**src/rtl/ula_ctrl_md.sv**
```systemverilog
// ula_ctrl_md: ALU control decode plus a sequential multiply/divide engine
// that owns HI/LO and stalls the pipeline while it iterates.
module ula_ctrl_md #(
  parameter int WIDTH     = 32,
  parameter int MD_ENABLE = 1
) (
  input  logic             clk,
  input  logic             reset,
  input  logic             valid,
  input  logic [2:0]       ALUOp,
  input  logic [5:0]       funct,
  input  logic [WIDTH-1:0] rs_val,
  input  logic [WIDTH-1:0] rt_val,
  output logic [3:0]       ALU_Operation,
  output logic             illegal,
  output logic             stall,
  output logic             md_busy,
  output logic [WIDTH-1:0] mf_data,
  output logic [WIDTH-1:0] hi_out,
  output logic [WIDTH-1:0] lo_out
);

  localparam int            CW       = $clog2(WIDTH + 1);
  localparam logic [CW-1:0] CNT_LOAD = CW'(WIDTH);
  localparam logic [CW-1:0] CNT_ONE  = CW'(1);

  localparam logic [1:0] S_IDLE = 2'd0;
  localparam logic [1:0] S_MUL  = 2'd1;
  localparam logic [1:0] S_DIV  = 2'd2;
  localparam logic [1:0] S_FIX  = 2'd3;

  logic [1:0]         r_state;
  logic [CW-1:0]      r_count;
  logic [2*WIDTH-1:0] r_prod;
  logic [WIDTH-1:0]   r_opB;
  logic [WIDTH-1:0]   r_hi;
  logic [WIDTH-1:0]   r_lo;
  logic               r_isDiv;
  logic               r_negQ;
  logic               r_negR;

  logic               w_mdEn;
  logic               w_rtype;
  logic               w_isMd;
  logic               w_isMf;
  logic               w_isMt;
  logic               w_unknown;
  logic               w_busy;
  logic               w_stall;
  logic               w_accept;
  logic               w_mtWrite;
  logic               w_signed;
  logic               w_isDivOp;
  logic               w_rsNeg;
  logic               w_rtNeg;
  logic               w_divZero;
  logic [WIDTH-1:0]   w_rsMag;
  logic [WIDTH-1:0]   w_rtMag;
  logic [WIDTH:0]     w_addend;
  logic [WIDTH:0]     w_sum;
  logic [WIDTH:0]     w_remShift;
  logic [WIDTH:0]     w_diff;
  logic [WIDTH-1:0]   w_quo;
  logic [WIDTH-1:0]   w_rem;
  logic [2*WIDTH-1:0] w_prodSigned;
  logic [WIDTH-1:0]   w_fixHi;
  logic [WIDTH-1:0]   w_fixLo;

  // With the engine disabled every MD/MF/MT funct falls through to illegal
  assign w_mdEn  = (MD_ENABLE != 0);
  assign w_rtype = (ALUOp == 3'b010);
  assign w_isMd  = w_mdEn && (funct[5:2] == 4'b0110);
  assign w_isMf  = w_mdEn && (funct[5:2] == 4'b0100) && !funct[0];
  assign w_isMt  = w_mdEn && (funct[5:2] == 4'b0100) && funct[0];

  assign w_busy    = w_mdEn && (r_state != S_IDLE);
  assign w_stall   = valid && w_rtype && (w_isMd || w_isMf || w_isMt) && w_busy;
  assign w_accept  = valid && w_rtype && w_isMd && !w_stall;
  assign w_mtWrite = valid && w_rtype && w_isMt && !w_stall;

  assign stall   = w_stall;
  assign md_busy = w_busy;
  assign hi_out  = r_hi;
  assign lo_out  = r_lo;
  assign mf_data = (valid && w_rtype && w_isMf && !w_stall) ? (funct[1] ? r_lo : r_hi)
                                                             : '0;

  // Operand preparation: odd funct is the unsigned flavour, bit 1 selects divide
  assign w_signed  = !funct[0];
  assign w_isDivOp = funct[1];
  assign w_rsNeg   = w_signed && rs_val[WIDTH-1];
  assign w_rtNeg   = w_signed && rt_val[WIDTH-1];
  assign w_rsMag   = w_rsNeg ? -rs_val : rs_val;
  assign w_rtMag   = w_rtNeg ? -rt_val : rt_val;
  assign w_divZero = w_isDivOp && (rt_val == '0);

  // Shift-add step: low half holds the multiplier, high half accumulates
  assign w_addend = r_prod[0] ? {1'b0, r_opB} : '0;
  assign w_sum    = {1'b0, r_prod[2*WIDTH-1:WIDTH]} + w_addend;

  // Restoring divide step: high half is the remainder, low half shifts in quotient bits
  assign w_remShift = {r_prod[2*WIDTH-1:WIDTH], r_prod[WIDTH-1]};
  assign w_diff     = w_remShift - {1'b0, r_opB};

  assign w_quo        = r_prod[WIDTH-1:0];
  assign w_rem        = r_prod[2*WIDTH-1:WIDTH];
  assign w_prodSigned = r_negQ ? -r_prod : r_prod;

  // Sign fix-up applied in FIX before HI/LO are written
  always_comb begin
    w_fixHi = w_prodSigned[2*WIDTH-1:WIDTH];
    w_fixLo = w_prodSigned[WIDTH-1:0];
    if (r_isDiv) begin
      w_fixLo = r_negQ ? -w_quo : w_quo;
      w_fixHi = r_negR ? -w_rem : w_rem;
    end
  end

  // ALU operation decode; unknown R-type functs give ADD code and flag illegal
  always_comb begin
    ALU_Operation = 4'h0;
    w_unknown     = 1'b0;
    case (ALUOp)
      3'b000, 3'b011: ALU_Operation = 4'h0;
      3'b001:         ALU_Operation = 4'h1;
      3'b100:         ALU_Operation = 4'h2;
      3'b101:         ALU_Operation = 4'h3;
      3'b110:         ALU_Operation = 4'h4;
      3'b111:         ALU_Operation = 4'hB;
      default: begin
        case (funct)
          6'b100000:            ALU_Operation = 4'h0;
          6'b100010:            ALU_Operation = 4'h1;
          6'b100100:            ALU_Operation = 4'h2;
          6'b100101:            ALU_Operation = 4'h3;
          6'b100110:            ALU_Operation = 4'h4;
          6'b100111:            ALU_Operation = 4'h5;
          6'b101010:            ALU_Operation = 4'h6;
          6'b101011:            ALU_Operation = 4'h7;
          6'b000000, 6'b000100: ALU_Operation = 4'h8;
          6'b000010, 6'b000110: ALU_Operation = 4'h9;
          6'b000011, 6'b000111: ALU_Operation = 4'hA;
          6'b001000:            ALU_Operation = 4'h0;
          default:              w_unknown = !(w_isMd || w_isMf || w_isMt);
        endcase
      end
    endcase
  end

  assign illegal = valid && w_rtype && w_unknown;

  // Engine FSM: accept in IDLE, iterate WIDTH steps, then FIX for one cycle
  always_ff @(posedge clk) begin
    if (reset) begin
      r_state <= S_IDLE;
      r_count <= '0;
      r_prod  <= '0;
      r_opB   <= '0;
      r_isDiv <= 1'b0;
      r_negQ  <= 1'b0;
      r_negR  <= 1'b0;
    end else begin
      case (r_state)
        S_IDLE: begin
          if (w_accept) begin
            r_isDiv <= w_isDivOp;
            r_negQ  <= w_rsNeg ^ w_rtNeg;
            if (w_isDivOp) begin
              r_negR <= w_rsNeg;
              r_opB  <= w_rtMag;
              if (w_divZero) begin
                r_negQ  <= 1'b0;
                r_negR  <= 1'b0;
                r_prod  <= {rs_val, {WIDTH{1'b1}}};
                r_count <= '0;
                r_state <= S_FIX;
              end else begin
                r_prod  <= {{WIDTH{1'b0}}, w_rsMag};
                r_count <= CNT_LOAD;
                r_state <= S_DIV;
              end
            end else begin
              r_negR  <= 1'b0;
              r_opB   <= w_rsMag;
              r_prod  <= {{WIDTH{1'b0}}, w_rtMag};
              r_count <= CNT_LOAD;
              r_state <= S_MUL;
            end
          end
        end
        S_MUL: begin
          r_prod  <= {w_sum, r_prod[WIDTH-1:1]};
          r_count <= r_count - CNT_ONE;
          if (r_count == CNT_ONE) r_state <= S_FIX;
        end
        S_DIV: begin
          if (!w_diff[WIDTH]) r_prod <= {w_diff[WIDTH-1:0], r_prod[WIDTH-2:0], 1'b1};
          else                r_prod <= {w_remShift[WIDTH-1:0], r_prod[WIDTH-2:0], 1'b0};
          r_count <= r_count - CNT_ONE;
          if (r_count == CNT_ONE) r_state <= S_FIX;
        end
        default: begin
          r_state <= S_IDLE;
        end
      endcase
    end
  end

  // HI/LO: written by FIX results or by MTHI/MTLO when not stalled
  always_ff @(posedge clk) begin
    if (reset) begin
      r_hi <= '0;
      r_lo <= '0;
    end else if (w_mdEn && (r_state == S_FIX)) begin
      r_hi <= w_fixHi;
      r_lo <= w_fixLo;
    end else if (w_mtWrite) begin
      if (funct[1]) r_lo <= rs_val;
      else          r_hi <= rs_val;
    end
  end

endmodule

```
**config.mk**
```make
export PLATFORM = sky130hd
export DESIGN_NAME = ula_ctrl_md
export DESIGN_NICKNAME = d
export VERILOG_FILES = /design/src/rtl/ula_ctrl_md.sv
export SDC_FILE = /design/constraint.sdc
export NUM_CORES = 1
export LEC_CHECK = 0
export BUFFER_PORTS_ARGS = -buffer_cell sky130_fd_sc_hd__buf_2
export CORE_AREA = 8 8 188 190
export CTS_BUF_LIST = sky130_fd_sc_hd__clkbuf_4
export DETAILED_ROUTE_END_ITERATION = 12
export DIE_AREA = 0 0 196 198
export PLACE_DENSITY_LB_ADDON = 0.08
export SETUP_SLACK_MARGIN = 0.4
export SYNTH_ARGS = -nofsm -noshare
export SYNTH_HDL_FRONTEND = slang
export SYNTH_SLANG_ARGS = --single-unit
```
**constraint.sdc**
```tcl
create_clock -name clk -period 4.2 [get_ports clk]
set_clock_uncertainty 0.15 [all_clocks]
set_input_delay 0.84 -clock clk [delete_from_list [all_inputs] [get_ports clk]]
set_output_delay 0.84 -clock clk [all_outputs]
set_load 0.005 [all_outputs]
```
* Yosys cells after proc, flatten, opt, wreduce, memory -nomap -nowiden
Index checks and enable logic that the tools add are counted.
Word-level totals: flip-flop bits (word level) 171, bits of input ports 76, output and inout port bits 103
Cells by class: add/subtract/negate cells 8, eq/ne operators 30, mux-type cells 39, bitwise operators 1, reductions and logical operators 42
Operator list (count):
- $mux W32 | 16
- $mux W64 | 5
- $pmux W64 S3 | 1
- $neg A32 Y32 | 4
- $neg A64 Y64 | 1
- $eq A6 B6 Y1 const B | 8
- $pmux W4 S10 | 1
- $add A32 B32 Y33 | 1
- $sub A33 B32 Y33 | 1
- $logic_not A32 Y1 | 1
- $pmux W4 S6 | 1
- $eq A6 B3 Y1 const B | 3
- $mux W6 | 3
- $logic_and A1 B1 Y1 | 15
- $reduce_or A15 Y1 | 1
- $eq A3 B3 Y1 const B | 4
- $eq A6 B2 Y1 const B | 2
- $pmux W6 S2 | 1
- $reduce_and A2 Y1 | 6
- $reduce_or A2 Y1 | 5
- $eq A4 B3 Y1 const B | 2
- $reduce_bool A2 Y1 | 4
- $mux W1 | 7
- $reduce_or A7 Y1 | 1
- 18 further kinds | 26

* Longest topological paths before layout
depth in word-level cells 10, depth in mapped cells 16, depth with buffers taken out 14

* Worst setup path before layout
OpenSTA, ideal clock, no wires.
path type input to register, start point in rs_val[3], end point reg r_opB[29], library setup time 70 ps, arrival 3352 ps, slack 628 ps, cell stages on the path 11, path buffers 1, cell sequence buf_6 -> or4_4 -> or4_4 -> nor4_4 -> and2_4 -> nand2_4 -> o31ai_4 -> xnor2_1 -> nor2_1 -> or3_1 -> a21oi_1
Between the ends: word-level cells in the longest chain between the ends 3
Ends and longest elaborated chain:
- start: declaration | line 12 | input logic [WIDTH-1:0] rs_val,
- $neg A32 Y32 | line 93 | assign w_rsMag = w_rsNeg ? -rs_val : rs_val;
- $mux W32 | line 93
- $mux W32 | line 168 | if (w_isDivOp) begin
- end signal: assignment | line 170 | r_opB <= w_rtMag;
- end signal: assignment | line 184 | r_opB <= w_rsMag;
- end: declaration | line 35 | logic [WIDTH-1:0] r_opB;
No other way between the ends. A chain may end at the register's enable or synchronous reset.

* Worst setup path in the final report
start point reg r_prod[0], end point reg r_prod[60]
Between the ends: word-level cells in the longest chain between the ends 3
Ends and longest elaborated chain:
- start: declaration | line 34 | logic [2*WIDTH-1:0] r_prod;
- start signal: assignment | line 174 | r_prod <= {rs_val, {WIDTH{1'b1}}};
- start signal: assignment | line 178 | r_prod <= {{WIDTH{1'b0}}, w_rsMag};
- start signal: assignment | line 185 | r_prod <= {{WIDTH{1'b0}}, w_rtMag};
- $mux W32 | line 98 | assign w_addend = r_prod[0] ? {1'b0, r_opB} : '0;
- $add A32 B32 Y33 | line 99 | assign w_sum = {1'b0, r_prod[2*WIDTH-1:WIDTH]} + w_addend;
- $pmux W64 S3 | line 163 | case (r_state)
No other way between the ends.

==> summary.txt <==
Synth
  • Post-synth top area share: 0.215
  • Post-synth top area cell: dfxtp_1
  • Synthesized area per cell: 7.23 sq um
  • Async S/R FF share, synth: 0
  • Post-Syn Nets: 2,356
  • Top FF cell, synth: dfxtp_1
  • Sequential fraction of the synthesis area: 0.215
  • Post-synth EDFFs: 0
  • Most common cell in the netlist: nor2_1
  • Synth area leaders: dfxtp_1, nor2_1, a21oi_1
  • Synth warn: 0
  • FF+latch count, synth: 171
  • Syn Inst Count: 2,204
  • Top post-synthesis cells by count: nor2_1, a21oi_1, nand2_1
  • Synth Cell Area: 0.0159 sq mm
  • Yosys cell types: 81

Power and ir drop
  • P_leak: 7.96 nW
  • Switching power total: 7.21 mW
  • Sequential power share: 0.155
  • Comb pwr share: 0.773
  • Pwr/cell area: 771 mW/mm^2
  • Internal power: 6.70 mW
  • Sw frac: 0.518
  • Worst IR Drop VDD: 0.00139 V
  • Clock group share of total power: 0.072

Timing
  • Count of pins over their slew limit: 0
  • Setup TNS Final: 0 ps
  • Final Hold Viols: 0
  • Actual slew at the worst max-slew pin: 874 ps
  • Fin crit share: 0.883
  • RSZ-0062 raised after global routing: yes
  • Setup WS post-layout: 490 ps
  • Max Freq: 0.270 GHz
  • Finish-stage setup viols: 0
  • Fin crit period: 3710 ps
  • Worst slew margin: 0.412

CTS
  • TritonCTS clock tree: yes
  • Post-CTS Hold Buffers: 0
  • CTS buffer count: 17
  • CTS clk-pin slew, worst paths: 180 ps
  • Root buffer cell: clkbuf_4
  • H-tree levels: 4
  • Max Root-Sink Buffers: 2
  • Clock sinks: 171
  • Clk_lat worst skew: 660 ps

Worst setup path
  • CP Depth: 13
  • Kind of critical path: reg -> reg
  • Crit. End Element: flop
  • Top delay family on crit path: compound AO/OA/AOI/OAI gates
  • Startpoint Class: flop
  • Slowest cell on the critical path: dfxtp_2
  • WP data arrival: 4130 ps
  • Buf+Inv Stages, Crit Path: 2
  • Crit path required time: 4620 ps
  • Crit path cell chain: clkinvlp_2, nor2_1, ha_1, nand2_1, o211a_1, o31a_1, a21oi_1, a41oi_2, buf_4, a211oi_1, a311oi_1, mux2i_1, a21o_1
  • Reg2Reg Depth: 13
  • CP Max Fanout: 5
  • Max incr delay on CP: 480 ps

Placed design
  • Area after DPL: 0.0175 sq mm
  • HPWL Detailed: 54.7 mm
  • Port Buffer Count: 178
  • Place WS: 245 ps
  • Routability Congestion: 1.02

Die
  • Die Span Y: 198 um
  • Die Wd: 196 um
  • Die area: 0.0388 sq mm
  • Starting Density: 0.495
  • Site row count: 66
  • Num ports: 179
  • Core area: 0.0322 sq mm

Global routing
  • GR met3 Demand/Resource: 0.0708
  • GR peak layer: met2
  • Global routing usage on met1: 0.449
  • Grt met2 use: 0.564
  • Total grt overflow: 0
  • Total Routing Usage GR: 0.358
  • Initial antenna violation count: 6
  • Largest net degree at the start of global routing: 98
  • Number of global-route vias before repair: 17,000
  • First-pass GRT wire length: 106 mm

Status
  • Status: finished, final reports clean

Layout
  • Post-Layout Inst Area: 0.0180 sq mm
  • Area Overhead vs Synth: 13.1%
  • Share of layout cells above drive strength 1: 0.164
  • Nets: 2,495
  • FILL cells: 3,235

Min path
  • Hold Crit Depth: 2
  • Hold WC Path Type: reg -> reg

Routing
  • Via density: 6.59
  • First-pass iteration count of the detailed router: 5
  • Post-route DRC: 0
  • Routed wire length: 72.2 mm
  • DR iter-0 viols: 2,165
  • DRT antenna net count: 0
  • Via count: 18,200
  • DR WL/cell: 26.1 um

Run
  • Max_cap viols: 0
-- what timing repair did --
action                                  in CTS  in global routing
buffers inserted                             0                  6
pin swaps                                    0                  5
endpoints found under the setup margin       7                 32
gates cloned                                 1                  1
gates resized for setup                      5                 27
-- power groups by stage --
stage	sequential (mW)	clock (mW)	combinational, mW
3_3_place_gp	2.16	0	9.36
4_1_cts	2.12	1.00	9.99
3_5_place_dp	2.16	0	9.39
5_1_grt	2.16	1.06	11.5
6_report	2.15	1.00	10.7
2_1_floorplan	2.07	0	6.42
-- worst register-to-register path, stage by stage, from the launching register on --
cell        delay (ps)
dfxtp_2            480
clkinvlp_2         290
nor2_1             160
ha_1               200
nand2_1             80
o211a_1            270
o31a_1             340
a21oi_1            310
a41oi_2            250
buf_4              220
a211oi_1           350
a311oi_1           210
mux2i_1            160
a21o_1             160
-- final timing paths --
kind / to / slack, ps / start
setup / recovery: r_prod[60] / 490 / r_prod[0]
hold / removal: r_opB[7] / 310 / r_opB[7]
setup reg to reg: r_prod[60] / 490 / r_prod[0]
hold reg to reg: r_opB[7] / 310 / r_opB[7]
-- kinds of logic after synthesis --
kind of cell | after synthesis | synth area share
AND/OR/NAND/NOR | 753 | 0.220
XOR/XNOR | 175 | 0.0966
adder cells (fa/ha/maj) | 76 | 0.0606
flip-flops | 171 | 0.215
multiplexers | 110 | 0.0717
AO/OA/AOI/OAI | 663 | 0.274
buffers and inverters | 256 | 0.0625
-- layout by cell type (no fill, tap or decap), types with 21 or more instances in the layout --
master	instances
nor2_1	304
inv_1	84
a221oi_1	21
a31oi_1	21
nand2_1	187
o211ai_1	26
dfxtp_1	168
nor3_1	64
ha_1	69
or3_1	26
xor2_1	64
a211oi_1	28
buf_2	176
o221ai_1	28
o31ai_1	22
a21o_1	41
xnor2_1	109
buf_4	106
mux2i_1	85
nor4_1	32
nand3_1	27
a21oi_1	221
o21ai_0	92
-- through the flow --
stage	util	hold slack (ps)	total power, mW	std cells
6_report	0.560	315	13.9	2767
5_1_grt	0.560	339	14.7	2764
4_1_cts	0.554	316	13.1	2756
3_5_place_dp	0.545	297	11.6	2724
3_3_place_gp	0.545	291	11.5	2724
2_1_floorplan	-	282	8.49	2204
-- per-layer routing --
layer,up-vias,wire (um)
met5,-,25
met4,4,4770
met3,262,7870
met2,1124,31400
met1,8578,28100
li1,8260,-
-- layout make-up --
cell class,instances,area (sq um),area share
multi-input cells,1777,11700,0.649
flip-flops and latches,171,3430,0.190
repair buffers,288,1800,0.0996
well taps,408,510,0.0283
inverters,87,330,0.0183
clock buffers,18,135,0.00749
clock inverters,13,121,0.00673
diodes,4,10.0,0.000555
repair inverters,1,5.00,0.000278
-- sequential cells by signal (all words and copies together), names as in the netlist --
name	count
r_state	2
hi_out	32
r_isDiv	1
lo_out	32
r_opB	32
r_prod	64
r_count	6
r_negQ	1
r_negR	1
(Power assumes the default switching activity.)
